### config.mk
export PLATFORM = sky130hd
export DESIGN_NAME = arb_mux
export DESIGN_NICKNAME = d
export VERILOG_FILES = /design/src/rtl/arb_mux.sv
export SDC_FILE = /design/constraint.sdc
export NUM_CORES = 1
export LEC_CHECK = 0
export BUFFER_PORTS_ARGS = -buffer_cell sky130_fd_sc_hd__buf_2
export CAP_MARGIN = 20
export CORE_ASPECT_RATIO = 1.75
export CORE_UTILIZATION = 37
export CTS_BUF_LIST = sky130_fd_sc_hd__clkbuf_4
export DETAILED_ROUTE_END_ITERATION = 12
export PLACE_DENSITY_LB_ADDON = 0.2
export SLEW_MARGIN = 20
export SYNTH_ARGS = -nofsm -noshare
export SYNTH_HDL_FRONTEND = slang
export SYNTH_SLANG_ARGS = --single-unit
### constraint.sdc
create_clock -name clk -period 2.3 [get_ports clk]
set_clock_uncertainty 0.1 [all_clocks]
set_input_delay 0.23 -clock clk [delete_from_list [all_inputs] [get_ports clk]]
set_output_delay 0.23 -clock clk [all_outputs]
set_load 0.03 [all_outputs]
### src/rtl/arb_mux.sv
// rtl/arb_mux.sv - N-lane valid/ready merge into one registered output; define ARB_MUX_RR_EN for round-robin, otherwise fixed lowest-index priority
module arb_mux #(
    parameter int S = 2,
    parameter int T = 8,
    localparam int N = 2 ** S
) (
    input  logic           clk,
    input  logic           rst_n,
    input  logic [N*T-1:0] in,
    input  logic [N-1:0]   in_valid,
    output logic [N-1:0]   in_ready,
    output logic [T-1:0]   out,
    output logic [S-1:0]   out_sel,
    output logic           out_valid,
    input  logic           out_ready
);

    logic [T-1:0] lane [N];
    logic [S-1:0] ptr;
    logic [S-1:0] scan;
    logic [S-1:0] grant;
    logic         found;
    logic         load;
    logic         xfer;

    genvar k;
    generate
        for (k = 0; k < N; k++) begin : g_lane
            assign lane[k] = in[k*T +: T];
        end
    endgenerate

    // Search starts at ptr and wraps through the S-bit index naturally.
    always_comb begin
        found = 1'b0;
        grant = '0;
        scan  = '0;
        for (int i = 0; i < N; i++) begin
            scan = ptr + S'(i);
            if (!found && in_valid[scan]) begin
                found = 1'b1;
                grant = scan;
            end
        end
    end

    assign load = !out_valid || out_ready;
    assign xfer = load && found;

    // in_ready is gated by rst_n so nothing handshakes while reset is held.
    assign in_ready = (rst_n && xfer) ? (N'(1) << grant) : '0;

`ifdef ARB_MUX_RR_EN
    always_ff @(posedge clk or negedge rst_n) begin
        if (!rst_n) begin
            ptr <= '0;
        end else if (xfer) begin
            ptr <= grant + 1'b1;
        end
    end
`else
    assign ptr = '0;
`endif

    always_ff @(posedge clk or negedge rst_n) begin
        if (!rst_n) begin
            out_valid <= 1'b0;
            out       <= '0;
            out_sel   <= '0;
        end else if (load) begin
            out_valid <= found;
            if (found) begin
                out     <= lane[grant];
                out_sel <= grant;
            end
        end
    end

endmodule

* Word level (Yosys, flattened, before mapping) *
Index checks and enable logic that the tools add are counted.

storage, ports and cells
  register bits = 11
  bits in latches = 0
  memory bits (writable) = 0
  bits in read-only memories = 0
  output and inout port bits = 15
  word-level logic and storage cells = 28
  memories = 0

cells by class
  add/subtract/negate cells = 0
  $mul = 0
  div/mod/pow operators = 0
  $lt $le $gt $ge = 1
  eq/ne operators = 0
  shift operators = 1
  mux-type cells = 11
  bitwise operators = 1
  reduce and logical (&&, ||, !) cells = 11

operators by type and width
  operator                                                           number
  8-bit binary-select mux with 2-bit select                          1
  8-bit two-way mux                                                  2
  1-bit logical AND                                                  5
  1-bit two-way mux                                                  5
  1-bit logical NOT                                                  4
  2-bit two-way mux                                                  2
  4-bit two-way mux                                                  1
  1-bit by 2-bit left shift with 4-bit output, first input constant  1
  3-bit >= comparator, second input constant                         1
  2-bit inverter with 3-bit output                                   1
  2-bit AND reduction                                                1
  1-bit logical OR                                                   1

* Depth between registers and ports, before layout *
Gate-level depths: netlist of the first run.

  depth in word-level cells = 14
  gate-level depth with buffers = 5
  depth with buffers taken out = 3

* Least setup slack after synthesis of the first run *
No wires, ideal clock.

  path kind = reg-to-output
  start point = register out_valid
  end point = output port in_ready[3]
  arrival = 1.680 ns
  setup slack = 0.290 ns
  stages on the path, launching flop included = 5
  path through = dfrtp_1 nand2b_1 clkbuf_1 nand3_1 nor3b_1

between the ends
  longest elaborated chain between the ends = 5

ends and longest elaborated chain
  what                    line  source
  from (decl)             14    output logic out_valid,
  from (signal assigned)  71    out_valid <= found;
  1-bit logical NOT       47    assign load = !out_valid || out_ready;
  1-bit logical OR        47
  1-bit logical AND       48    assign xfer = load && found;
  1-bit logical AND       51    assign in_ready = (rst_n && xfer) ? (N'(1) << grant) : '0;
  4-bit two-way mux       51
  to (decl)               11    output logic [N-1:0] in_ready,

No other way between the ends.

* Final worst setup path of the first run *
  start point = input port rst_n
  end point = output port in_ready[3]

between the ends
  longest elaborated chain between the ends = 2

ends and longest elaborated chain
  what               line  source
  from (decl)        8     input logic rst_n,
  1-bit logical AND  51
  4-bit two-way mux  51

No other way between the ends.

==> results of run 1 <==
## worst max-delay path by stage
stage	start	cells after the start	end	slack, ps
finish	rst_n	5	in_ready[3]	280
global placement	in_valid[2]	4	out_sel[1]	600
CTS	rst_n	5	in_ready[3]	240
global route	rst_n	5	in_ready[3]	120
floorplan	out_valid	4	in_ready[3]	290
detailed placement	in_valid[2]	4	out_sel[1]	560
## sequential cells by signal, summed over array words and instances (netlist names)
name / flops
out_valid: 1
out_sel: 2
out: 8
## critical path, stage by stage
cell and delay (ps):
dlygate4sd3_1 520, buf_2 270, nand3_1 150, nor3b_1 280
buf_2 250
## Yosys cell counts, types with 2 or more instances
| master | number |
|---|---|
| nor2b_1 | 8 |
| clkbuf_1 | 8 |
| inv_1 | 9 |
| nand3b_1 | 8 |
| a21oi_1 | 17 |
| and3b_1 | 8 |
| nand2b_1 | 2 |
| a31oi_1 | 8 |
| dfrtp_1 | 11 |
| nor2_1 | 4 |
| a22o_1 | 8 |
| o21ai_0 | 9 |
## final cells by class
| cell class | instances | area (um2) |
|---|---|---|
| multi-input cells | 81 | 525.5 |
| inverters | 9 | 33.78 |
| clock buffers | 4 | 30.03 |
| well taps | 25 | 31.28 |
| flip-flops and latches | 11 | 275.3 |
| repair buffers | 57 | 297.8 |
| fillers | 231 | 1080 |
## logic make-up after synthesis
logic type / synth area share
AOI/OAI and AO/OA: 0.3041
buffers and inverters: 0.09475
DFF: 0.3112
and+or+nand+nor: 0.2900
## report_power, final
part	switching, mW	total [mW]	internal (mW)
logic	0.126	0.214	0.0883
clock network	0.0625	0.142	0.0791
registers	0.0138	0.231	0.217
## layer usage
metal | routed length, um | part of all wire
met5 | 0 | 0
met3 | 91 | 0.041
met2 | 1131 | 0.51
met1 | 938 | 0.43
met4 | 41 | 0.019
## timing repair
action,4_1_cts,5_1_grt
hold buffers,1,0
buffers inserted,0,0
endpoints found under the hold margin,11,0
==> results by group, run 1 <==
Drt
  – Pre-Repair DR Iteration Count: 4
  – DR WL/cell: 11.79 um
  – Routed Antenna Nets: 0
  – DRC viols: 0
  – Iteration-0 DRC Markers: 16
  – Vias: 950
  – Routed WL: around 2.2 mm
  – Via density: 5.080

Finish
  – Ant. Diodes: 0
  – Final Non-Filler Cells: about 190
  – Final instance area: 0.001194 mm2
  – Most frequent cells in the layout: buf_2 (53), a21oi_1 (17), dfrtp_1 (11), inv_1 (9), o21ai_0 (9)
  – Area growth syn-to-layout: 34.94%
  – Layout cells sized above 1: 0.3827
  – Commonest non-fill, non-tap cell in the layout: buf_2
  – NumNets Final: slightly above 200
  – Util after Layout: 0.5250

STA
  – Max_slew headroom: 0.7613
  – Minimum clock period: 2023 ps
  – Fin. max-slew vios: 0
  – Worst setup margin: 276.8 ps
  – Final Hold Vio Count: 0
  – Max Clock Freq: 494.3 MHz
  – Setup violators final: 0
  – RSZ-0062 raised after global routing: false
  – Final hold slack: 250.5 ps
  – Final period util: 0.8797
  – Setup TNS: 0 ps
  – Worst slew pin tran: 356.7 ps

Placement
  – Placed cell count: 182
  – DP Worst Slack: between 500 and 600 ps
  – Dpl cell area: 0.001154 mm2
  – Port buffer count: 53
  – Placer Congestion: 0.7865
  – Dpl hpwl: 1.754 mm

Global routing
  – M1 GR Usage: 0.2197
  – First-pass GRT wire length: 3.567 mm
  – Largest net degree at the start of global routing: 30
  – GRT Util Overall: 0.1900
  – Number of global-route vias before repair: just under 900
  – Initial antenna violation count: 0
  – Met3 GRT Util: 0.01000
  – Busiest grt layer: met2
  – Congestion Overflow GR: 0
  – Met2 Resource Use GR: 0.3229

Yosys
  – Share of the yosys chip area belonging to registers: 0.3112
  – Post-Syn Instances: 112
  – Largest area contributor in the netlist: dfrtp_1
  – Mapped Nets: about 150
  – Synth top area cells: dfrtp_1 (31%), a21oi_1 (9.6%), a22o_1 (7.9%)
  – Post-synth cell types: 24
  – Synth Warn #: 0
  – Post-synthesis average cell area: about 8 um2
  – Async SR Flop Fraction: 1.000
  – Cell area after synthesis: just under 900 um2
  – Synth Flop Type: dfrtp_1
  – EDFF count, synth: 0
  – Yosys reg bits: 11
  – Synth top area share: 0.3112

Pwr
  – Total power: between 500 and 600 uW
  – Pwr Density: 491.5 mW/mm2
  – Pleak: 0.6173 nW
  – Max IR drop VDD: 0.1965 mV

Setup path
  – Worst path required time: 1970 ps
  – Worst Path Max Fanout: 14
  – WP data arrival: 1690 ps
  – Worst R2R End: out_sel[0]
  – Crit path kind: in2out
  – Reg-to-Reg Start: out_valid
  – Worst Reg-to-Reg Cells: 4
  – R2R Setup Slk: 1080 ps
  – Critical Path Sink Type: primary output
  – Startpoint Class: input pin

CTS
  – Clock tree root driver cell: clkbuf_4
  – CTS tree: yes
  – Clock transition at path regs: ~60 ps
  – Clock buffer depth: 2
  – CTS Buf Count: 3
  – H-tree depth: 1
  – # clock sinks: 11
  – CTS resizes: 0
  – Clk_lat worst skew: around 270 ps

Die
  – Die area: about 0.0026 mm2
  – Core outline area: 0.002273 mm2
  – Die H: 66.68 um
  – Site row count: 23
  – Io pins: 54
  – Die Width: a little under 40 um
  – Initial core utilization: 0.3891

Status
  – Outcome: completed

Min path
  – Hold WC Path Type: in2reg
  – Hold_sp: in[2]
  – Min-Delay Path Depth: 4
  – Hold worst-path end: out[2]

Job
  – Max-cap violations: 0
Power figures use the tool's default switching activity.
==> run 2: changes to the inputs <==
--- a/config.mk
+++ b/config.mk
@@ -8,7 +8,7 @@
 export BUFFER_PORTS_ARGS = -buffer_cell sky130_fd_sc_hd__buf_2
 export CAP_MARGIN = 20
 export CORE_ASPECT_RATIO = 1.75
-export CORE_UTILIZATION = 37
+export CORE_UTILIZATION = 35
 export CTS_BUF_LIST = sky130_fd_sc_hd__clkbuf_4
 export DETAILED_ROUTE_END_ITERATION = 12
 export PLACE_DENSITY_LB_ADDON = 0.2
==> results by group, run 2 (synthesis gave the netlist of run 1 again) <==
Finish
  – Util after Layout: 0.5121 (was 0.5250)
  – Number of fillers in the final layout: 258 (was 231)
  – Max reg flops: 8 (unchanged)
  – Commonest non-fill, non-tap cell in the layout: buf_2 (unchanged)
  – Most flop-heavy register: out (unchanged)
  – NumNets Final: 202 (unchanged)
  – Ant. Diodes: 0 (unchanged)
  – Layout cells sized above 1: 0.3827 (unchanged)
  – Area growth syn-to-layout: 34.94% (unchanged)
  – Most frequent cells in the layout: buf_2 (53), a21oi_1 (17), dfrtp_1 (11), inv_1 (9), o21ai_0 (9) (unchanged)
  – Largest regs: out x8, out_sel x2, out_valid x1 (unchanged)

Drt
  – DR WL/cell: 12.49 um (was 11.79 um)
  – Iteration-0 DRC Markers: 17 (was 16)
  – Via density: 5.390 (was 5.080)
  – Routed WL: 2.335 mm (was 2.204 mm)
  – DRC viols: 0 (unchanged)
  – Vias: 1008 (was 950)
  – Routed Antenna Nets: 0 (unchanged)
  – Pre-Repair DR Iteration Count: 4 (unchanged)

Die
  – Initial core utilization: 0.3795 (was 0.3891)
  – Die H: 68.51 um (was 66.68 um)
  – Io pins: 54 (unchanged)
  – Die Width: 40.01 um (was 38.96 um)
  – Die area: 0.002741 mm2 (was 0.002598 mm2)
  – Site row count: 23 (unchanged)
  – Core outline area: 0.002331 mm2 (was 0.002273 mm2)

CTS
  – CTS Buf Count: 3 (unchanged)
  – Clk_lat worst skew: 270 ps (about the same)
  – # clock sinks: 11 (unchanged)
  – CTS resizes: 0 (unchanged)
  – H-tree depth: 1 (unchanged)
  – Clock buffer depth: 2 (unchanged)
  – Clock transition at path regs: 70 ps (was 60 ps)
  – Clock tree root driver cell: clkbuf_4 (unchanged)
  – CTS tree: yes (unchanged)

Placement
  – Port buffer count: 53 (unchanged)
  – Dpl hpwl: 1.867 mm (was 1.754 mm)
  – Placer Congestion: 0.7260 (was 0.7865)

Setup path
  – Critical Path End: in_ready[3] (unchanged)
  – Worst Reg-to-Reg Cells: 4 (unchanged)
  – Startpoint Class: input pin (unchanged)
  – Crit-path slowest cell: dlygate4sd3_1 (unchanged)
  – Crit path kind: in2out (unchanged)
  – Critical Path Sink Type: primary output (unchanged)
  – CP dominant cell by count: buf_2 (unchanged)
  – Reg-to-Reg Start: out_valid (unchanged)
  – R2R Setup Slk: 1050 ps (was 1080 ps)
  – Worst R2R End: out_sel[0] (unchanged)
  – WP data arrival: 1650 ps (was 1690 ps)
  – Worst Path Max Fanout: 14 (unchanged)
  – Worst path required time: 1970 ps (about the same)
  – Crit path cell chain: dlygate4sd3_1 -> buf_2 -> nand3_1 -> nor3b_1 -> buf_2 (unchanged)
  – Worst stage delay on the critical path: 520 ps (about the same)
  – Critical path startpoint: rst_n (unchanged)

Pwr
  – Total power: 592.2 uW (was 586.6 uW)
  – Pleak: 0.6173 nW (unchanged)
  – Flop pwr share: 0.389 (was 0.394)
  – Combinational power share: 0.366 (was 0.365)
  – Max IR drop VDD: 0.1997 mV (was 0.1965 mV)
  – Pint: 384.5 uW (about the same)
  – Pwr Density: 496.2 mW/mm2 (was 491.5 mW/mm2)
  – Sw frac: 0.3508 (was 0.3446)
  – Psw: 207.8 uW (was 202.1 uW)
  – Clock network power share: 0.245 (was 0.241)

STA
  – Setup TNS: 0 ps (unchanged)
  – Setup violators final: 0 (unchanged)
  – Max Clock Freq: 504.5 MHz (was 494.3 MHz)
  – Final period util: 0.8618 (was 0.8797)
  – Minimum clock period: 1982 ps (was 2023 ps)
  – Worst slew pin tran: 420.5 ps (was 356.7 ps)
  – Fin. max-slew vios: 0 (unchanged)
  – Final Hold Vio Count: 0 (unchanged)
  – Max_slew headroom: 0.7186 (was 0.7613)
  – RSZ-0062 raised after global routing: false (unchanged)

Global routing
  – First-pass GRT wire length: 3.739 mm (was 3.567 mm)
  – Largest net degree at the start of global routing: 20 (was 30)
  – GRT Util Overall: 0.1935 (was 0.1900)
  – Congestion Overflow GR: 0 (unchanged)
  – Initial antenna violation count: 0 (unchanged)
  – Number of global-route vias before repair: 908 (was 865)

Status
  – Outcome: completed (unchanged)

Job
  – Max-cap violations: 0 (unchanged)

Min path
  – Hold WC Path Type: in2reg (unchanged)
-- run 2: cell counts in the layout (fill, tap and decap cells not counted) --
Identical to the previous run, type by type.
-- run 2: through the flow --
stage / std cells / hold WS [ps] / setup slack, ps / area [um2]
2_1_floorplan: 112 / -165.6 / 290.0 / 884.6
3_3_place_gp: 182 / 19.62 / 579.6 / 1154
3_5_place_dp: 182 / 23.27 / 542.1 / 1154
4_1_cts: 187 / 239.6 / 289.4 / 1194
5_1_grt: 187 / 264.4 / 186.8 / 1194
6_report: 187 / 245.0 / 317.8 / 1194
-- run 2: worst min-delay path by stage --
stage | from | end | slack, ps | cells past startpoint
floorplan | rst_n | out[0] | -170 | 0
global placement | rst_n | out_sel[0] | 20 | 1
detailed placement | rst_n | out_sel[0] | 20 | 1
CTS | in[1] | out[1] | 240 | 4
global route | in[6] | out[6] | 260 | 4
finish | in[0] | out[0] | 250 | 4
-- run 2: what timing repair did --
action | 4_1_cts | 5_1_grt
setup buffers | 0 | 0
setup endpoints to repair | 0 | 0
hold endpoints to repair | 11 | 0
hold buffers | 1 | 0
-- run 2: metal layers --
metal,track usage,share of wire
met1,0.2281,0.42
met2,0.3306,0.50
met3,0.009615,0.056
met4,0.1078,0.023
met5,0,0
-- run 2: critical path, delay by kind of cell --
family	cells	cell delay, ps
AND/OR/NAND/NOR	2	390
buffers and inverters	3	1030
-- run 2: final cells by class --
cell class | count | area [um2] | share of cell area
repair buffers | 57 | 297.8 | 0.2495
multi-input cells | 81 | 525.5 | 0.4403
well taps | 25 | 31.28 | 0.02621
flip-flops and latches | 11 | 275.3 | 0.2306
clock buffers | 4 | 30.03 | 0.02516
inverters | 9 | 33.78 | 0.02830
-- run 2: power by group through the flow --
stage	clock, mW	sequential (mW)	combinational [mW]
5_1_grt	0.158	0.233	0.239
6_report	0.145	0.231	0.217
4_1_cts	0.149	0.231	0.218
3_3_place_gp	0	0.235	0.212
2_1_floorplan	0	0.281	0.0892
3_5_place_dp	0	0.234	0.217
